## src/rtl/encoder_proj.sv

```systemverilog
// encoder_proj: FIFO-buffered Hamming(7,4) encoder with valid/ready handshakes and optional single-bit error injection.
module encoder_proj #(
  parameter int DEPTH = 4,
  parameter int LW = $clog2(DEPTH + 1)
) (
  input  logic          clock,
  input  logic          rst_n,
  input  logic          in_valid,
  input  logic [3:0]    in_data,
  output logic          in_ready,
  input  logic [2:0]    err_pos,
  output logic [6:0]    io_out,
  output logic          out_valid,
  input  logic          out_ready,
  output logic [LW-1:0] level,
  output logic [7:0]    cw_count
);
  localparam int AW = (DEPTH > 1) ? $clog2(DEPTH) : 1;
  logic [3:0] mem [DEPTH];
  logic [AW-1:0] wr_ptr, rd_ptr;
  logic push, load;
  logic [3:0] d;
  logic [6:0] code, mask;
  assign in_ready = level != LW'(DEPTH);
  assign push = in_valid & in_ready;
  assign load = (level != '0) & (~out_valid | out_ready);
  assign d = mem[rd_ptr];
  assign code = {d[3], d[2], d[1], d[1] ^ d[2] ^ d[3], d[0], d[0] ^ d[2] ^ d[3], d[0] ^ d[1] ^ d[3]};
  assign mask = (err_pos == 3'd0) ? 7'd0 : 7'd1 << (err_pos - 3'd1);
  always_ff @(posedge clock)
    if (push) mem[wr_ptr] <= in_data;
  always_ff @(posedge clock or negedge rst_n) begin
    if (!rst_n) begin
      wr_ptr <= '0;
      rd_ptr <= '0;
      level <= '0;
      io_out <= '0;
      out_valid <= 1'b0;
      cw_count <= '0;
    end else begin
      if (push) wr_ptr <= (wr_ptr == AW'(DEPTH - 1)) ? '0 : wr_ptr + AW'(1);
      if (load) rd_ptr <= (rd_ptr == AW'(DEPTH - 1)) ? '0 : rd_ptr + AW'(1);
      level <= level + LW'(push) - LW'(load);
      cw_count <= cw_count + 8'(out_valid & out_ready);
      if (load) begin
        io_out <= code ^ mask;
        out_valid <= 1'b1;
      end else if (out_valid & out_ready) begin
        out_valid <= 1'b0;
      end
    end
  end
endmodule

```

## config.mk

```make
export PLATFORM = sky130hd
export DESIGN_NAME = encoder_proj
export DESIGN_NICKNAME = d
export VERILOG_FILES = /design/src/rtl/encoder_proj.sv
export SDC_FILE = /design/constraint.sdc
export NUM_CORES = 1
export LEC_CHECK = 0
export ABC_AREA = 1
export BUFFER_PORTS_ARGS = -buffer_cell sky130_fd_sc_hd__buf_2
export CAP_MARGIN = 30
export CORE_AREA = 2 2 72 74
export CTS_CLUSTER_SIZE = 12
export DETAILED_ROUTE_END_ITERATION = 8
export DIE_AREA = 0 0 74 76
export GPL_ROUTABILITY_DRIVEN = 0
export PLACE_DENSITY_LB_ADDON = 0.12
export SKIP_CTS_REPAIR_TIMING = 1
export SYNTH_ARGS = -nofsm -noshare
export SYNTH_HDL_FRONTEND = slang
export SYNTH_SLANG_ARGS = --single-unit
```

## constraint.sdc

```tcl
create_clock -name clock -period 1.9 [get_ports clock]
set_input_delay 0.38 -clock clock [delete_from_list [all_inputs] [get_ports clock]]
set_output_delay 0.38 -clock clock [all_outputs]
set_load 0.05 [all_outputs]
```

==> impl_metrics.toml, run 1 <==
[logic_synthesis]
synth_mux_area_share_pct = 0
synth_top_family_by_area = "simple AND/OR/NAND/NOR gates"
synthArstFlopShare_pct = 58.97
synth_area_leaders = "dfrtp_1 (28%), edfxtp_1 (24%), nand2_1 (14%)"
yosys.area_share.simple_pct = 26.30
synth_xor_xnor_area_share_pct = 5.150
synth_area_leader_cell = "dfrtp_1"
synthCells = 228
yosys_most_used_dff = "dfrtp_1"
synth_fp_nets = 250
netlist_area_um2 = 2041
synthAdderAreaFrac_pct = 7.112
synth-compound-area-share_pct = 2.759
ys_ff_latch = 39
syn_area_per_cell_um2 = 8.950
synth_warnings = 0
synth_edf_count = 16
yosysSeqAreaShare_pct = 51.75
synth_top_area_share_pct = 28.20
ys_types = 21

[critical_path]
cp_slowest_cell = "dfrtp_4"
criticalPathCategory = "reg2reg"
cp.required_ns = 2.08
arrival_ns = 2.00
path_max_fanout = 6
end_kind = "flop"
crit_family = "adder cells"
path_buf_inv = 2
start_kind = "flop"
crit_chain = "nor2_4, nand2_4, nand2_4, ha_4, inv_2, ha_4, inv_2, fa_1, xnor2_1"
slowest_delay_ns = 0.53

[placement]
dp_hpwl_mm = 2.724
port_buffers = 30

[clocking]
clk_pin_slew_worst_paths_ns = 0.08
numCtsBuffers = 5
clock_latency_ns = 0.29
clock_path_buffers = 2
cts_tree = "yes"
htree_levels = 2
cts.sinks = 39
root_buffer = "clkbuf_8"

[final_layout]
mostFrequentLayoutCells = "nand2_1 (74), buf_2 (30), inv_1 (26), nand3_1 (25), dfrtp_1 (20)"
multiInputGateArea_um2 = 897.1
nets = 285
syn2layout_area_growth_pct = 19.07
fillCellCount = 494
ff_latch_area_um2 = 1062
diodes = 0
final_common_cell = "nand2_1"
drive_above_1_share_pct = 23.11

[sta]
fin_skew_ns = 0.008546
finalHoldViolCount = 0
tightest_slew_ns = 0.5267
finalMaxSlewViolations = 0
hold_ws_ns = 0.05471
max_freq_mhz = 548.6
period_needed_ns = 1.823
relSlewSlack_pct = 64.89
period_share_pct = 95.94
rsz0062_at_grt = "no"
setup_viol = 0

[routing]
first_pass_iters = 4
postRouteAntennaNets = 0
via_per_inst = 4.503
wirelength_mm = 3.581
vias = 1504
avgRoutedWirePerCell_um = 10.72
drc = 0
drt_iter0_drc = 53

[pwr]
combPwrFrac_pct = 53.6
power.share.switching_pct = 50.03
pwr-share-clk_pct = 14.0
power_density_nw_per_um2 = 1868
finalPower_w = 0.004540
p_int_w = 0.002269
switching_power_w = 0.002271
ir_worst_vdd_v = 0.0007348
power.leakage_nw = 1.212
pwr-share-seq_pct = 32.4

[status]
status = "complete, no violations"

[floorplanning]
initial_utilization_pct = 41.54
io_pins = 31
die_x_um = 74
die_area_um2 = 5624
core_um2 = 4912
rows = 26
fp.dieH_um = 76

[grt]
grt_overflow = 0
use_met2_pct = 22.32
gr-usage-all-layers_pct = 14.07
grt_pass1_vias = 1360
antenna_found_initial = 0
grt_pass1_wl_mm = 6.113
grt_util_met3_pct = 3.968
grt.busiest_layer = "met2"
grt_max_degree = 24
grt.met1_usage_pct = 17.96

[flow_run]
cap_viol_max_count = 0

[worst_hold_path]
hold_path_class = "in2async"
==> power groups by stage <==
stage / clock, W / sequential, W / combinational (W)
3_5_place_dp: 0 / 0.00149 / 0.00245
5_1_grt: 0.000695 / 0.00152 / 0.00271
2_1_floorplan: 0 / 0.00213 / 0.00131
3_3_place_gp: 0 / 0.00148 / 0.00243
4_1_cts: 0.000665 / 0.00147 / 0.00246
6_report: 0.000637 / 0.00147 / 0.00243
==> flip-flops by register name (all words and copies together), names as in the netlist <==
name       count
mem           16
cw_count       8
io_out         7
level          3
rd_ptr         2
wr_ptr         2
out_valid      1
==> synthesized netlist by cell type, drive strengths merged, types with 4 or more instances <==
| cell type | n |
|---|---|
| nor2 | 8 |
| inv | 30 |
| nor3 | 6 |
| dfrtp | 23 |
| nand2 | 81 |
| ha | 10 |
| xor2 | 8 |
| o21ai | 8 |
| edfxtp | 16 |
| xnor2 | 4 |
| buf | 4 |
| nand3 | 28 |
==> worst paths after layout <==
path | start | endpoint | slack (ns) | cells past startpoint
worst max-delay path | level[1] | level[2] | 0.08 | 9
worst min-delay path | rst_n | wr_ptr[0] | 0.05 | 1
worst max register to register | level[1] | level[2] | 0.08 | 9
worst min register to register | cw_count[7] | cw_count[7] | 0.46 | 1
max in group asynchronous | rst_n | level[1] | 1.44 | 1
min in group clock | in_data[1] | mem[0][1] | 0.30 | 1
==> stage by stage <==
stage / TNS [ns] / setup WS [ns] / cell area (µm²) / std cells / utilization [%]
final: 0 / 0.07713 / 2430 / 334 / 49.47
after global placement: 0 / 0.07930 / 2325 / 326 / 47.33
after detailed placement: 0 / 0.05054 / 2325 / 326 / 47.33
after CTS: 0 / 0.03885 / 2430 / 334 / 49.47
after global routing: 0 / 0.006804 / 2430 / 334 / 49.47
after floorplan: -0.1508 / -0.07716 / 2101 / 228 / -
==> final cells by class <==
| cell class | instances | share of cell area, % |
|---|---|---|
| Multi-Input combinational cell | 155 | 36.92 |
| Clock inverter | 1 | 0.3090 |
| Tap cell | 70 | 3.605 |
| Clock buffer | 7 | 4.016 |
| Sequential cell | 39 | 43.72 |
| Timing Repair Buffer | 32 | 6.797 |
| Inverter | 30 | 4.634 |
==> layer usage <==
metal	wire (µm)	part of all wire, %
met2	1718	48
met5	0	0
met3	127	3.5
met1	1676	47
met4	58	1.6
==> logic make-up (layout without fill, tap and decap cells) <==
kind of cell    after synthesis  in the layout
simple gates                123            123
flops                        39             39
buf+inv                      34             70
xor+xnor                     12             12
fa+ha+maj                    11             11
compound gates                9              9
Note: power is estimated with default switching activity, not from simulation.
==> inputs of run 2 (changes only) <==
ABC_AREA = default   (was 1)
CORE_AREA = 2 2 68 70   (was 2 2 72 74)
DIE_AREA = 0 0 70 72   (was 0 0 74 76)
==> run 2 against run 1 <==
Against the previous run: the flow now finishes with violations (setup timing); clock skew decreased by 0.0020 ns; largest cell class unchanged; die area decreased by 10%; synthesized area down 12%; count of clock-buffer cells in the layout fell by 1; wire length shrank 15%; non-clock buffer count increased by 6; critical path depth up 2; setup slack lost 0.16 ns; global-route usage shrank 0.16 points; first-iteration DRC count up 7.5%.
==> impl_metrics.toml, run 2 <==
[logic_synthesis]
synth_area_leader_cell = "dfrtp_1"
synth_area_leaders = "dfrtp_1 (32%), edfxtp_1 (27%), ha_1 (6.9%)"
yosysSeqAreaShare_pct = 58.53
yosys_most_used_dff = "dfrtp_1"
synth.most_common_cell = "dfrtp_1"
synthCells = 129
synth_edf_count = 16
ys_ff_latch = 39
synth_warnings = 0
synth_fp_nets = 151
synth_common_cells = "dfrtp_1 (23), edfxtp_1 (16), nor2_1 (12), xnor2_1 (12), ha_1 (10)"
netlist_area_um2 = 1804
synth_top_area_share_pct = 31.90
syn_area_per_cell_um2 = 13.99
ys_types = 27
synthArstFlopShare_pct = 58.97

[final_layout]
syn2layout_area_growth_pct = 25.17
largest_register_ffs = 16
multiInputGateArea_um2 = 778.2
reg_top3 = "mem x16, cw_count x8, io_out x7"
ff_latch_area_um2 = 1064
final_common_cell = "buf_2"
top_register = "mem"
mostFrequentLayoutCells = "buf_2 (30), dfrtp_1 (19), edfxtp_1 (16), nor2_1 (11), xnor2_1 (11)"
nets = 194
diodes = 0
final_area_um2 = 2258
fillCellCount = 367
drive_above_1_share_pct = 40.46

[sta]
tightest_slew_ns = 0.5153
finalMaxSlewViolations = 0
fin_ws_ns = -0.08743
finalHoldViolCount = 0
hold_ws_ns = 0.05505
finalSetupTns_ns = -0.1015
rsz0062_at_grt = "yes"
max_freq_mhz = 503.2
setup_viol = 2
period_needed_ns = 1.987
fin_skew_ns = 0.006540
relSlewSlack_pct = 65.65
period_share_pct = 104.6

[routing]
avgRoutedWirePerCell_um = 13.59
drc = 0
first_pass_iters = 4
vias = 1117
drt_iter0_drc = 57
wirelength_mm = 3.058
via_per_inst = 4.964
postRouteAntennaNets = 0

[floorplanning]
fp.dieH_um = 72
core_um2 = 4264
die_x_um = 70
rows = 24
initial_utilization_pct = 42.31
io_pins = 31
die_area_um2 = 5040

[critical_path]
crit_chain = "nor2_4, nand2_4, and2_4, inv_4, ha_4, inv_2, ha_4, inv_2, fa_2, xnor2_2, xnor2_1"
cp_slowest_cell = "dfrtp_4"
arrival_ns = 2.16
start_kind = "flop"
criticalPathCategory = "reg2reg"
rrSetupSlack_ns = -0.09
slowest_delay_ns = 0.51
cp.required_ns = 2.08
end_kind = "flop"
path_buf_inv = 3
path_max_fanout = 4
crit_family = "adder cells"

[clocking]
cts.sinks = 39
cts_tree = "yes"
clock_latency_ns = 0.29
clock_path_buffers = 2
numCtsBuffers = 5
clk_pin_slew_worst_paths_ns = 0.07
htree_levels = 2
root_buffer = "clkbuf_8"

[grt]
grt_pass1_vias = 1144
gr-usage-all-layers_pct = 13.91
grt_pass1_wl_mm = 5.382
grt_overflow = 0
antenna_found_initial = 0
grt_max_degree = 24

[placement]
port_buffers = 30
dp_hpwl_mm = 2.392
post_dp_cell_area_um2 = 2138

[worst_hold_path]
hold_path_class = "in2async"

[status]
status = "complete, but fails checks"
violations = "setup timing"

[flow_run]
cap_viol_max_count = 0
==> run 2: cell count changes after synthesis, moves of 3 or more <==
| cell | before | now |
|---|---|---|
| mux2_2 | 0 | 4 |
| nand2_2 | 5 | 0 |
| nand3_1 | 25 | 3 |
| nand3_2 | 3 | 0 |
| o21ai_0 | 4 | 1 |
| nand2_1 | 76 | 3 |
| o21ai_1 | 4 | 0 |
| inv_1 | 28 | 8 |
| nor3_1 | 5 | 1 |
| xnor2_1 | 4 | 12 |
| and3_1 | 0 | 5 |
| nor2_1 | 8 | 12 |
| a21oi_1 | 0 | 7 |
==> run 2: layer usage <==
layer  vias up  routed length [µm]  global-route usage, %
met5         -                   0                      0
met4         0                  77                  6.624
met3         7                 166                  4.167
met2        27                1566                  23.60
met1       543                1247                  16.35
li1        540                   -                      -
==> run 2: final timing paths <==
| kind | end | depth (start not counted) | startpoint |
|---|---|---|---|
| min reg2reg | cw_count[7] | 1 | cw_count[7] |
| max | level[2] | 11 | level[1] |
| min | cw_count[6] | 1 | rst_n |
| min in group clock | out_valid | 2 | out_ready |
| max in group asynchronous | level[1] | 1 | rst_n |
| max reg2reg | level[2] | 11 | level[1] |
==> run 2: layout make-up <==
cell class	count	area share, %
clock inverters	2	1.607
well taps	52	2.881
inverters	8	1.440
clock buffers	6	3.213
multi-input cells	80	34.46
repair buffers	38	9.307
flip-flops and latches	39	47.09
==> run 2: logic make-up (layout without fill, tap and decap cells) <==
kind of cell,after synthesis,count (layout),share of synthesized area [%]
DFF,39,39,58.53
and+or+nand+nor,31,31,8.807
xor gates and xnor gates,20,20,10.75
adders and majority gates,11,11,8.044
buffers and inverters,10,54,2.496
AOI/OAI and AO/OA,9,9,2.635
muxes,9,9,8.737
==> run 2: through the flow <==
| step | setup WS [ns] | cells | utilization (%) |
|---|---|---|---|
| after detailed placement | -0.09783 | 217 | 50.15 |
| after floorplan | -0.3041 | 129 | - |
| after global routing | -0.1643 | 225 | 52.96 |
| after global placement | -0.05440 | 217 | 50.15 |
| final | -0.08743 | 225 | 52.96 |
| after CTS | -0.1161 | 225 | 52.70 |
Power of run 2 is not shown: default switching activity piles up to over one toggle a cycle in this logic, so the estimate is an artifact.
==> inputs of run 3 (changes only) <==
CELL_PAD_IN_SITES_DETAIL_PLACEMENT = 0   (was default)
CELL_PAD_IN_SITES_GLOBAL_PLACEMENT = 2   (was default)
CORE_AREA = 2 2 76 78   (was 2 2 68 70)
DIE_AREA = 0 0 78 80   (was 0 0 70 72)
==> run 3 against run 2 <==
Against the previous run: the run still ends with setup timing left; first-iteration DRC count is 14% lower; via count is 1.2% lower; final area is 2.1% higher; global-route usage is 2.4 points lower; register-to-register slack hardly changed; worst hold slack better by 0.0075 ns; fmax hardly changed; count of clock-buffer cells in the layout stayed put.
==> impl_metrics.toml, run 3 (same netlist as run 2, synthesis figures left out) <==
[clocking]
htree_levels = 2
root_buffer = "clkbuf_8"
clk_pin_slew_worst_paths_ns = 0.07
cts.sinks = 39
clock_path_buffers = 2
clock_latency_ns = 0.28
numCtsBuffers = 5
cts_tree = "yes"

[critical_path]
criticalPathCategory = "reg2reg"
crit_chain = "nor2_4, nand2_4, and2_4, inv_4, ha_4, inv_2, ha_4, inv_2, fa_2, xnor2_2, xnor2_1"
path_buf_inv = 3
crit_family = "adder cells"
path_max_fanout = 3
end_kind = "flop"
cp.required_ns = 2.07
cp_slowest_cell = "dfrtp_4"
start_kind = "flop"
slowest_delay_ns = 0.51
arrival_ns = 2.16

[routing]
first_pass_iters = 4
vias = 1104
drc = 0
avgRoutedWirePerCell_um = 12.38
via_per_inst = 4.452
wirelength_mm = 3.070
postRouteAntennaNets = 0
drt_iter0_drc = 49

[grt]
grt_overflow = 0
antenna_found_initial = 0
grt_pass1_vias = 1183
grt_pass1_wl_mm = 5.437
grt_max_degree = 24
gr-usage-all-layers_pct = 11.52

[sta]
tightest_slew_ns = 0.5173
fin_ws_ns = -0.08552
relSlewSlack_pct = 65.51
period_share_pct = 104.5
hold_ws_ns = 0.06251
finalMaxSlewViolations = 0
max_freq_mhz = 503.6
period_needed_ns = 1.986
rsz0062_at_grt = "yes"
fin_skew_ns = 0.002975
setup_viol = 2
finalHoldViolCount = 0

[status]
violations = "setup timing"
status = "complete, but fails checks"

[final_layout]
final_area_um2 = 2306
drive_above_1_share_pct = 40.91
mostFrequentLayoutCells = "buf_2 (30), dfrtp_1 (19), edfxtp_1 (16)"
top_register = "mem"
nets = 197
largest_register_ffs = 16
final_common_cell = "buf_2"
diodes = 0
reg_top3 = "mem x16, cw_count x8, io_out x7"
syn2layout_area_growth_pct = 27.81

[floorplanning]
initial_utilization_pct = 33.38
core_um2 = 5405
die_x_um = 78
rows = 27
die_area_um2 = 6240
fp.dieH_um = 80
io_pins = 31

[worst_hold_path]
hold_path_class = "in2async"

[flow_run]
cap_viol_max_count = 0

[placement]
post_dp_cell_area_um2 = 2178
dp_hpwl_mm = 2.432
port_buffers = 30
-- run 3: cell types whose count changed in the layout (fill, tap and decap cells not counted) --
cell,delta
inv_1,+1
buf_4,+3
inv_2,-1
-- run 3: final timing paths --
| check | from | to | slack (ns) | cells past startpoint |
|---|---|---|---|---|
| hold reg to reg | cw_count[7] | cw_count[7] | 0.47 | 1 |
| hold / removal | rst_n | io_out[5] | 0.06 | 1 |
| max in group asynchronous | rst_n | level[1] | 1.44 | 1 |
| setup / recovery | level[1] | level[2] | -0.09 | 11 |
| setup reg to reg | level[1] | level[2] | -0.09 | 11 |
| min in group clock | out_ready | out_valid | 0.28 | 2 |
-- run 3: worst reg2reg max path: stages (launching register included) --
cell and delay (ns):
dfrtp_4 0.51, nor2_4 0.11, nand2_4 0.05, and2_4 0.14, inv_4 0.05, ha_4 0.19
inv_2 0.06, ha_4 0.12, inv_2 0.03, fa_2 0.34, xnor2_2 0.15, xnor2_1 0.12
-- run 3: area by class of cell --
| type | count | area, µm² |
|---|---|---|
| Fill cell | 534 | 3099 |
| Sequential cell | 39 | 1064 |
| Multi-Input combinational cell | 80 | 778.2 |
| Timing Repair Buffer | 41 | 232.7 |
| Tap cell | 72 | 90.09 |
| Clock buffer | 6 | 72.57 |
| Clock inverter | 2 | 36.28 |
| Inverter | 8 | 32.53 |
-- run 3: stage by stage --
step | std cells | util, % | TNS, ns | worst slack (ns)
after detailed placement | 239 | 40.30 | -0.1375 | -0.1132
final | 248 | 42.66 | -0.09530 | -0.08552
after global routing | 248 | 42.66 | -0.2090 | -0.1461
after floorplan | 129 | - | -0.5366 | -0.3041
after global placement | 239 | 40.30 | -0.04736 | -0.04736
after CTS | 247 | 42.31 | -0.1702 | -0.1323
-- run 3: per-layer routing --
layer	wire length [µm]	up-vias	GRT usage, %
li1	-	547	-
met4	46	0	4.211
met5	0	-	0
met2	1571	23	19.74
met1	1300	529	13.30
met3	152	5	4.072
Power of run 3 is left out for the same reason.
